File: config.mk
export PLATFORM = sky130hd
export DESIGN_NAME = color_sequencer
export DESIGN_NICKNAME = d
export VERILOG_FILES = /design/src/rtl/color_sequencer.sv
export SDC_FILE = /design/constraint.sdc
export NUM_CORES = 1
export LEC_CHECK = 0
export BUFFER_PORTS_ARGS = -buffer_cell sky130_fd_sc_hd__buf_2
export CAP_MARGIN = 10
export CORE_AREA = 2 2 86 88
export DETAILED_ROUTE_END_ITERATION = 8
export DIE_AREA = 0 0 88 90
export SKIP_CTS_REPAIR_TIMING = 1
export SLEW_MARGIN = 10
export SYNTH_ARGS = -nofsm -noshare
export SYNTH_HDL_FRONTEND = slang
export SYNTH_SLANG_ARGS = --single-unit
export TNS_END_PERCENT = 50
File: constraint.sdc
create_clock -name clk_div_i -period 1.85 [get_ports clk_div_i]
set_clock_uncertainty 0.1 [all_clocks]
set_input_delay 0.37 -clock clk_div_i [delete_from_list [all_inputs] [get_ports clk_div_i]]
set_output_delay 0.37 -clock clk_div_i [all_outputs]
set_load 0.005 [all_outputs]
File: src/rtl/color_sequencer.sv
// Colour sequencer: steps a 7-entry colour table on the darkest point of the breath and
// cycles CYCLE -> HOLD -> OFF on a debounced button press.
// Latency: rgb_o updates 1 cycle after breath_i falls; mode_o updates 2+DEBOUNCE_CYCLES+1 cycles after btn_i settles.
// Backpressure: none; free-running datapath, every input is sampled every clk_div_i cycle.
//
// Ports:
//   clk_div_i  in   1  clock shared with the breather (15.625 MHz)
//   rst_i      in   1  asynchronous, active-high reset
//   btn_i      in   1  raw, bouncy, asynchronous push-button (active-high)
//   breath_i   in   1  breather clk_div_o, synchronous to clk_div_i; 1->0 marks the darkest point
//   rgb_o      out  3  registered colour {R,G,B} for the breather
//   mode_o     out  2  registered mode: 0=CYCLE, 1=HOLD, 2=OFF
module color_sequencer #(
  parameter int unsigned DEBOUNCE_CYCLES = 312500,
  parameter int unsigned CNT_W           = 19
) (
  input  logic       clk_div_i,
  input  logic       rst_i,
  input  logic       btn_i,
  input  logic       breath_i,
  output logic [2:0] rgb_o,
  output logic [1:0] mode_o
);

  typedef enum logic [1:0] {
    MODE_CYCLE = 2'd0,
    MODE_HOLD  = 2'd1,
    MODE_OFF   = 2'd2
  } mode_e;

  localparam logic [CNT_W-1:0] CNT_LAST = CNT_W'(DEBOUNCE_CYCLES - 1);
  localparam logic [2:0]       IDX_LAST = 3'd6;

  // Colour table; index 7 is unreachable, the default only keeps the decode total.
  function automatic logic [2:0] color_of(input logic [2:0] idx);
    logic [2:0] c;
    case (idx)
      3'd0:    c = 3'b001;
      3'd1:    c = 3'b010;
      3'd2:    c = 3'b100;
      3'd3:    c = 3'b011;
      3'd4:    c = 3'b110;
      3'd5:    c = 3'b101;
      3'd6:    c = 3'b111;
      default: c = 3'b001;
    endcase
    return c;
  endfunction

  // ---------------------------------------------------------------------------
  // State
  // ---------------------------------------------------------------------------
  logic             breath_q,   breath_d;
  logic             edge_arm_q, edge_arm_d;
  logic             btn_s1_q,   btn_s1_d;
  logic             btn_s2_q,   btn_s2_d;
  logic             stable_q,   stable_d;
  logic [CNT_W-1:0] cnt_q,      cnt_d;
  logic             press_q,    press_d;
  mode_e            mode_q,     mode_d;
  logic [2:0]       idx_q,      idx_d;
  logic [2:0]       rgb_q,      rgb_d;

  logic             fall;

  // ---------------------------------------------------------------------------
  // Breath edge detect
  // ---------------------------------------------------------------------------
  // breath_q resets to 1, which is not a real sample of breath_i. edge_arm_q
  // masks the first cycle after reset so a low breath_i at release is not
  // mistaken for a falling edge.
  always_comb begin
    breath_d   = breath_i;
    edge_arm_d = 1'b1;
  end

  assign fall = edge_arm_q & breath_q & ~breath_i;

  // ---------------------------------------------------------------------------
  // Button synchroniser and debounce
  // ---------------------------------------------------------------------------
  // The counter runs only while the synchronised level disagrees with the
  // accepted level; a single agreeing cycle clears it, so bounces shorter than
  // DEBOUNCE_CYCLES never reach stable_q. press_q is registered, so the mode
  // changes one cycle after the level is accepted.
  always_comb begin
    btn_s1_d = btn_i;
    btn_s2_d = btn_s1_q;
    stable_d = stable_q;
    cnt_d    = '0;
    press_d  = 1'b0;
    if (btn_s2_q != stable_q) begin
      if (cnt_q == CNT_LAST) begin
        stable_d = btn_s2_q;
        press_d  = btn_s2_q;
      end else begin
        cnt_d = cnt_q + CNT_W'(1);
      end
    end
  end

  // ---------------------------------------------------------------------------
  // Mode FSM: state register
  // ---------------------------------------------------------------------------
  always_ff @(posedge clk_div_i or posedge rst_i) begin
    if (rst_i) begin
      mode_q <= MODE_CYCLE;
    end else begin
      mode_q <= mode_d;
    end
  end

  // ---------------------------------------------------------------------------
  // Mode FSM: next state
  // ---------------------------------------------------------------------------
  always_comb begin
    mode_d = mode_q;
    if (press_q) begin
      case (mode_q)
        MODE_CYCLE: mode_d = MODE_HOLD;
        MODE_HOLD:  mode_d = MODE_OFF;
        default:    mode_d = MODE_CYCLE;
      endcase
    end
  end

  // ---------------------------------------------------------------------------
  // Mode FSM: outputs (colour index and colour word)
  // ---------------------------------------------------------------------------
  // The fall action is decided by the current mode; the press action is
  // applied afterwards so that a simultaneous press overrides only the colour
  // word of the mode being entered (OFF blanks, CYCLE restores table[idx]).
  always_comb begin
    idx_d = idx_q;
    rgb_d = rgb_q;

    if (fall) begin
      case (mode_q)
        MODE_CYCLE: begin
          idx_d = (idx_q == IDX_LAST) ? 3'd0 : idx_q + 3'd1;
          rgb_d = color_of(idx_d);
        end
        MODE_OFF: rgb_d = 3'b000;
        default:  ;
      endcase
    end

    if (press_q) begin
      case (mode_q)
        MODE_HOLD: rgb_d = 3'b000;
        MODE_OFF:  rgb_d = color_of(idx_q);
        default:   ;
      endcase
    end
  end

  // ---------------------------------------------------------------------------
  // Datapath registers
  // ---------------------------------------------------------------------------
  always_ff @(posedge clk_div_i or posedge rst_i) begin
    if (rst_i) begin
      breath_q   <= 1'b1;
      edge_arm_q <= 1'b0;
      btn_s1_q   <= 1'b0;
      btn_s2_q   <= 1'b0;
      stable_q   <= 1'b0;
      cnt_q      <= '0;
      press_q    <= 1'b0;
      idx_q      <= 3'd0;
      rgb_q      <= 3'b001;
    end else begin
      breath_q   <= breath_d;
      edge_arm_q <= edge_arm_d;
      btn_s1_q   <= btn_s1_d;
      btn_s2_q   <= btn_s2_d;
      stable_q   <= stable_d;
      cnt_q      <= cnt_d;
      press_q    <= press_d;
      idx_q      <= idx_d;
      rgb_q      <= rgb_d;
    end
  end

  assign rgb_o  = rgb_q;
  assign mode_o = mode_q;

endmodule

After elaboration in Yosys (flattened, before gate mapping) --
Index checks and enable logic that the tools add are counted.
Word-level totals: register bits 33, input port bits 4, output and inout port bits 5, logic and storage cells 46
Operators by class: add/subtract/negate cells 2, equality and inequality tests 16, mux-type cells 12, bitwise operators 3, reduce and logical (&&, ||, !) cells 3
Operator list (count):
- 19-bit two-way mux | 2
- 3-bit case mux with 6 select lines | 2
- 19-bit by 1-bit adder with 19-bit output, second input constant | 1
- 19-bit == test, second input constant | 1
- 3-bit == test, second input constant | 6
- 3-bit by 2-bit == test with 1-bit output, second input constant | 4
- 3-bit case mux with 2 select lines | 2
- 3-bit two-way mux | 3
- 3-bit by 1-bit == test with 1-bit output, second input constant | 2
- 2-bit case mux with 2 select lines | 1
- 2-bit AND reduction | 2
- 3-bit by 1-bit adder with 3-bit output, second input constant | 1
- 1-bit AND | 2
- 2-bit by 1-bit == test with 1-bit output, second input constant | 1
- 2-bit == test, second input constant | 1
- 2-bit logical NOT | 1
- 1-bit two-way mux | 2
- 1-bit != test | 1
- 1-bit NOT | 1

Logic depth before layout (Yosys ltp) --
depth in word-level cells 8, gate-level depth with buffers 7

Least setup slack after synthesis --
No wires, ideal clock.
kind reg2reg, start point register cnt_q[8], end point register stable_q, data arrival time 1.684 ns, path slack -0.059 ns, stages on the path, launching flop included 5, path buffers 0, clock period less this slack 1.909 ns, path through dfrtp_1 nor4_4 nand3_2 or4_4 mux2_4
Between the ends: cells in the longest elaborated chain, start to end 2
Ends and longest elaborated chain:
- start: declaration | RTL line 58 | logic [CNT_W-1:0] cnt_q, cnt_d;
- start signal: assignment | RTL line 177 | cnt_q <= cnt_d;
- 19-bit == test | RTL line 93 | if (cnt_q == CNT_LAST) begin
- 2-bit AND reduction (no line)
- end signal: assignment | RTL line 176 | stable_q <= stable_d;
- end: declaration | RTL line 57 | logic stable_q, stable_d;
Every way passes these cells. A chain may end at the register's enable or synchronous reset.

Final worst setup path --
start point register cnt_q[9], end point register stable_q
Same word-level chain as after synthesis.

==> results.txt <==
The run finished, with violations left. The checks that failed: negative setup slack. The area overhead of the layout relative to synthesis is 27.58%. The sequential group share of total power came out at 44.2%. In this run the worst hold path is classified as in2async. Across all setup checks in the final design, the least slack found is -0.02271 ns.

The floorplan has 31 rows. The overall global routing resource usage is a little under a tenth. The peak clock frequency supported by timing came out at 0.5340 GHz.

The number of clock buffers added by TritonCTS is 5. The worst path uses 101.2% of the clock period. The floorplan step defined a core boundary enclosing 7020 um^2. The maximum VDD drop is about 0.28 mV. The clock network fraction of total power is 36.9%. Global routing used 3.306% of the available met3 tracks. In this run switching power makes up 26.29% of total power.

The worst setup path is of the reg2reg kind. Final hold analysis gives a worst-case slack of roughly 0.06 ns. Combinational cells account for 18.9% of the total power. The area of the mapped netlist is approximately 1700 um^2.

Power spread over the standard cell area amounts to 885.2 nW/um^2. The minimum setup slack among reg-to-reg paths is -0.02 ns. Measured along the x axis, the die boundary spans 88 um. The via count of the first global-routing pass came out at 1232.

For the worst setup path, the data required time is 1.92 ns. The fraction of met2 tracks used by global routing is 14.14%. Buffers placed on the I/O ports in this run total 8. Once the floorplan was initialized, standard cells occupied 24.04% of the core. Pin placement for this block handled 9 I/O pins. Synthesis produced a netlist with a net count of 178.

Once layout is complete, the cells apart from fillers number approximately 300. The global-route wire length before repair came out at 5.768 mm. The global routing met1 resource utilization is 12.17%. Wires add up to 3.335 mm. The share of post-route cells with drive strength above 1 came out at 24.76%. For this design the static power due to leakage is between 0.0009 and 0.001 uW. The overall overflow remaining after global route is 0.

The count of final hold-check violations came out at 0. The flop and latch count out of synthesis is 33. After Yosys synthesis, XOR and XNOR cells account for 8.821% of the synthesized area.

The critical path arrival came out at 1.94 ns. The CTS H-tree depth is 2. The placed wire-length estimate after detailed placement came out at about 2.4 mm. Setup repair after global routing could not meet its margin everywhere. The number of warnings reported in the yosys synthesis log is 0. The placer congestion estimate came out at 0.8173. Dividing the synthesized area by the synthesized cell count gives approximately 10 um^2. Overall power consumption after layout is estimated at 1906 uW. The count of cells along the worst register-to-register path came out at 4. The clock-pin slew on the worst setup and hold paths is 0.07 ns.

Setup violations remaining at the end of the flow were counted as 1. The synthesized-area fraction occupied by ao, oa, aoi and oai cells is 9.563%. In this run the most used layer during global routing was met2.

The share of cell area taken by muxes after synthesis is between 2 and 2.5%. The buffer levels on the longest clock path is 2. The clock latency on the worst-skew pair came out at roughly 0.29 ns.

The first-pass detailed-route iteration total came out at 4. The endpoint identified for the worst register-to-register timing path is stable_q. The number of instances in the synthesized netlist is 169.

STA classifies the critical path startpoint as a flip-flop. For this design, the sink count on the clock tree is 33. The analysis attributes to net switching a power of 501.1 uW.

The beginning of the critical path is cnt_q[9]. The simple-gate share of the synthesized area came out at around 23%. The pin count of the biggest net entering global routing came out at 34. The area of the die is 7920 um^2. Once placement finished, the instance area stood at 2012 um^2.

The sequential cell area fraction in the yosys report came out at 49.07%. The cell total after placement came out at between 200 and 300. In this run the clock root is driven by a sky130_fd_sc_hd__clkbuf_8. The area of all placed cells without fillers came out at 2153 um^2. The average vias per placed instance came out at between 4 and 5. After Yosys synthesis, full adders, half adders and majority gates account for 3.706% of the synthesized area. Cell internal power was estimated by the tool at between 1000 and 1500 uW. The initial antenna violation count came out at 0. For the finished layout, the period the worst path requires is 1.873 ns.

The final max-slew violation count came to 0. Leaving out fill and tap cells, the most frequent cell in the layout is sky130_fd_sc_hd__dfrtp_1. The distinct cell type count after synthesis came out at 36. For this run, design rule violations remaining after detail routing come to 0.

The startpoint identified for the worst register-to-register timing path is cnt_q[9]. For this block, the via count after detailed routing is between 1000 and 1500. The vertical extent of the die came out at 90 um. STA classifies the critical path endpoint as a flip-flop. The tool flagged a number of max-cap violations equal to 0.

TritonCTS built the clock tree. The layout net count is 214. The number of DRC violations after detailed-routing iteration 0 came out at 44. Dividing the detail-routed wire length by the instance count gives ~11 um. In this run the remaining antenna-violating nets after routing total 0. Of all nets on the critical path, the largest fanout is 3. By area, the combinational part of the netlist is dominated by simple AND/OR/NAND/NOR gates.

The number of antenna diodes in the final layout is 0. In the layout the commonest cells are sky130_fd_sc_hd__dfrtp_1 (30), sky130_fd_sc_hd__buf_4 (26), sky130_fd_sc_hd__nor2_1 (24), sky130_fd_sc_hd__nand2_1 (15), sky130_fd_sc_hd__xnor2_1 (14).
[kinds of logic (layout without fill, tap and decap cells)]
kind of cell,after synthesis,in the layout
multiplexers,3,3
adder cells (fa/ha/maj),5,5
other,1,1
AND/OR/NAND/NOR,71,71
AO/OA/AOI/OAI,24,24
XOR/XNOR,17,17
buffers and inverters,15,52
flip-flops,33,33
[routing by layer]
layer / wire length, um / vias to the layer above
li1: - / 655
met2: 1483 / 19
met3: 144 / 5
met1: 1625 / 628
met4: 81 / 0
met5: 0 / -
[cell type report]
type	instances	area, um^2
clock buffers	7	86.33
clock inverters	1	30.03
fillers	734	4867
inverters	10	37.54
multi-input cells	121	810.8
flip-flops and latches	33	829.5
well taps	99	123.9
repair buffers	34	235.2
[critical path, stage by stage, from the launching register on]
cell	delay, ns
sky130_fd_sc_hd__dfrtp_1	0.41
sky130_fd_sc_hd__nor4b_4	0.30
sky130_fd_sc_hd__nand3_2	0.10
sky130_fd_sc_hd__or4_4	0.54
sky130_fd_sc_hd__mux2_4	0.30
[power by group through the flow]
| stage | Clock, uW | Combinational [uW] | Sequential, uW |
|---|---|---|---|
| after detailed placement | 0 | 361 | 859 |
| after CTS | 722 | 364 | 845 |
| after global placement | 0 | 362 | 855 |
| final | 703 | 360 | 843 |
| after global routing | 752 | 416 | 858 |
| after floorplan | 0 | 255 | 851 |
[worst max-delay path by stage]
stage	endpoint	slack [ns]
floorplan	stable_q	-0.04
global placement	stable_q	-0.03
detailed placement	stable_q	-0.06
CTS	stable_q	-0.05
global route	stable_q	-0.09
finish	stable_q	-0.02
[flip-flops by register name, summed over array words and instances (netlist names)]
register,cells
idx_q,3
mode_o,2
breath_q,1
press_q,1
cnt_q,19
stable_q,1
edge_arm_q,1
rgb_o,3
btn_s2_q,1
btn_s1_q,1
[cells in the mapped netlist]
master,number,area (um^2)
sky130_fd_sc_hd__clkbuf_1,4,15.01
sky130_fd_sc_hd__a31oi_1,4,25.02
sky130_fd_sc_hd__mux2i_1,2,20.02
sky130_fd_sc_hd__or4_4,1,11.26
sky130_fd_sc_hd__nor3b_1,1,7.510
sky130_fd_sc_hd__nand4b_1,1,8.760
sky130_fd_sc_hd__or3_1,2,12.51
sky130_fd_sc_hd__nand3_1,7,35.03
sky130_fd_sc_hd__xnor2_1,14,122.6
sky130_fd_sc_hd__nor4b_2,1,15.01
sky130_fd_sc_hd__mux2_4,1,15.01
sky130_fd_sc_hd__dfstp_2,2,52.55
sky130_fd_sc_hd__and2_1,1,6.260
sky130_fd_sc_hd__xor2_1,3,26.28
sky130_fd_sc_hd__a222oi_1,1,10.01
sky130_fd_sc_hd__conb_1,1,3.750
sky130_fd_sc_hd__and3_1,2,12.51
sky130_fd_sc_hd__o211ai_1,1,7.510
sky130_fd_sc_hd__o21ai_0,12,60.06
sky130_fd_sc_hd__nor4_4,1,21.27
sky130_fd_sc_hd__buf_2,1,5.000
sky130_fd_sc_hd__o2111ai_1,1,8.760
sky130_fd_sc_hd__inv_1,10,37.54
sky130_fd_sc_hd__a211oi_1,1,7.510
sky130_fd_sc_hd__nor4b_4,1,23.77
sky130_fd_sc_hd__nand2_1,15,56.30
sky130_fd_sc_hd__and4b_1,1,10.01
sky130_fd_sc_hd__nor4_1,5,31.28
sky130_fd_sc_hd__a21oi_1,3,15.01
sky130_fd_sc_hd__nand3_2,1,10.01
sky130_fd_sc_hd__dfrtp_1,31,775.7
sky130_fd_sc_hd__nand4_1,3,18.77
sky130_fd_sc_hd__nor3_1,4,20.02
sky130_fd_sc_hd__o41ai_4,1,27.53
sky130_fd_sc_hd__nor2_1,24,90.09
sky130_fd_sc_hd__ha_1,5,62.56
[through the flow]
step / TNS [ns] / worst slack, ns / utilization [%]
finish: -0.02271 / -0.02271 / 30.67
global route: -0.9533 / -0.09265 / 30.67
CTS: -0.2580 / -0.05121 / 30.32
detailed placement: -0.2380 / -0.05538 / 28.66
global placement: -0.03490 / -0.03490 / 28.66
floorplan: -0.03954 / -0.03954 / -
(Power assumes the default switching activity.)
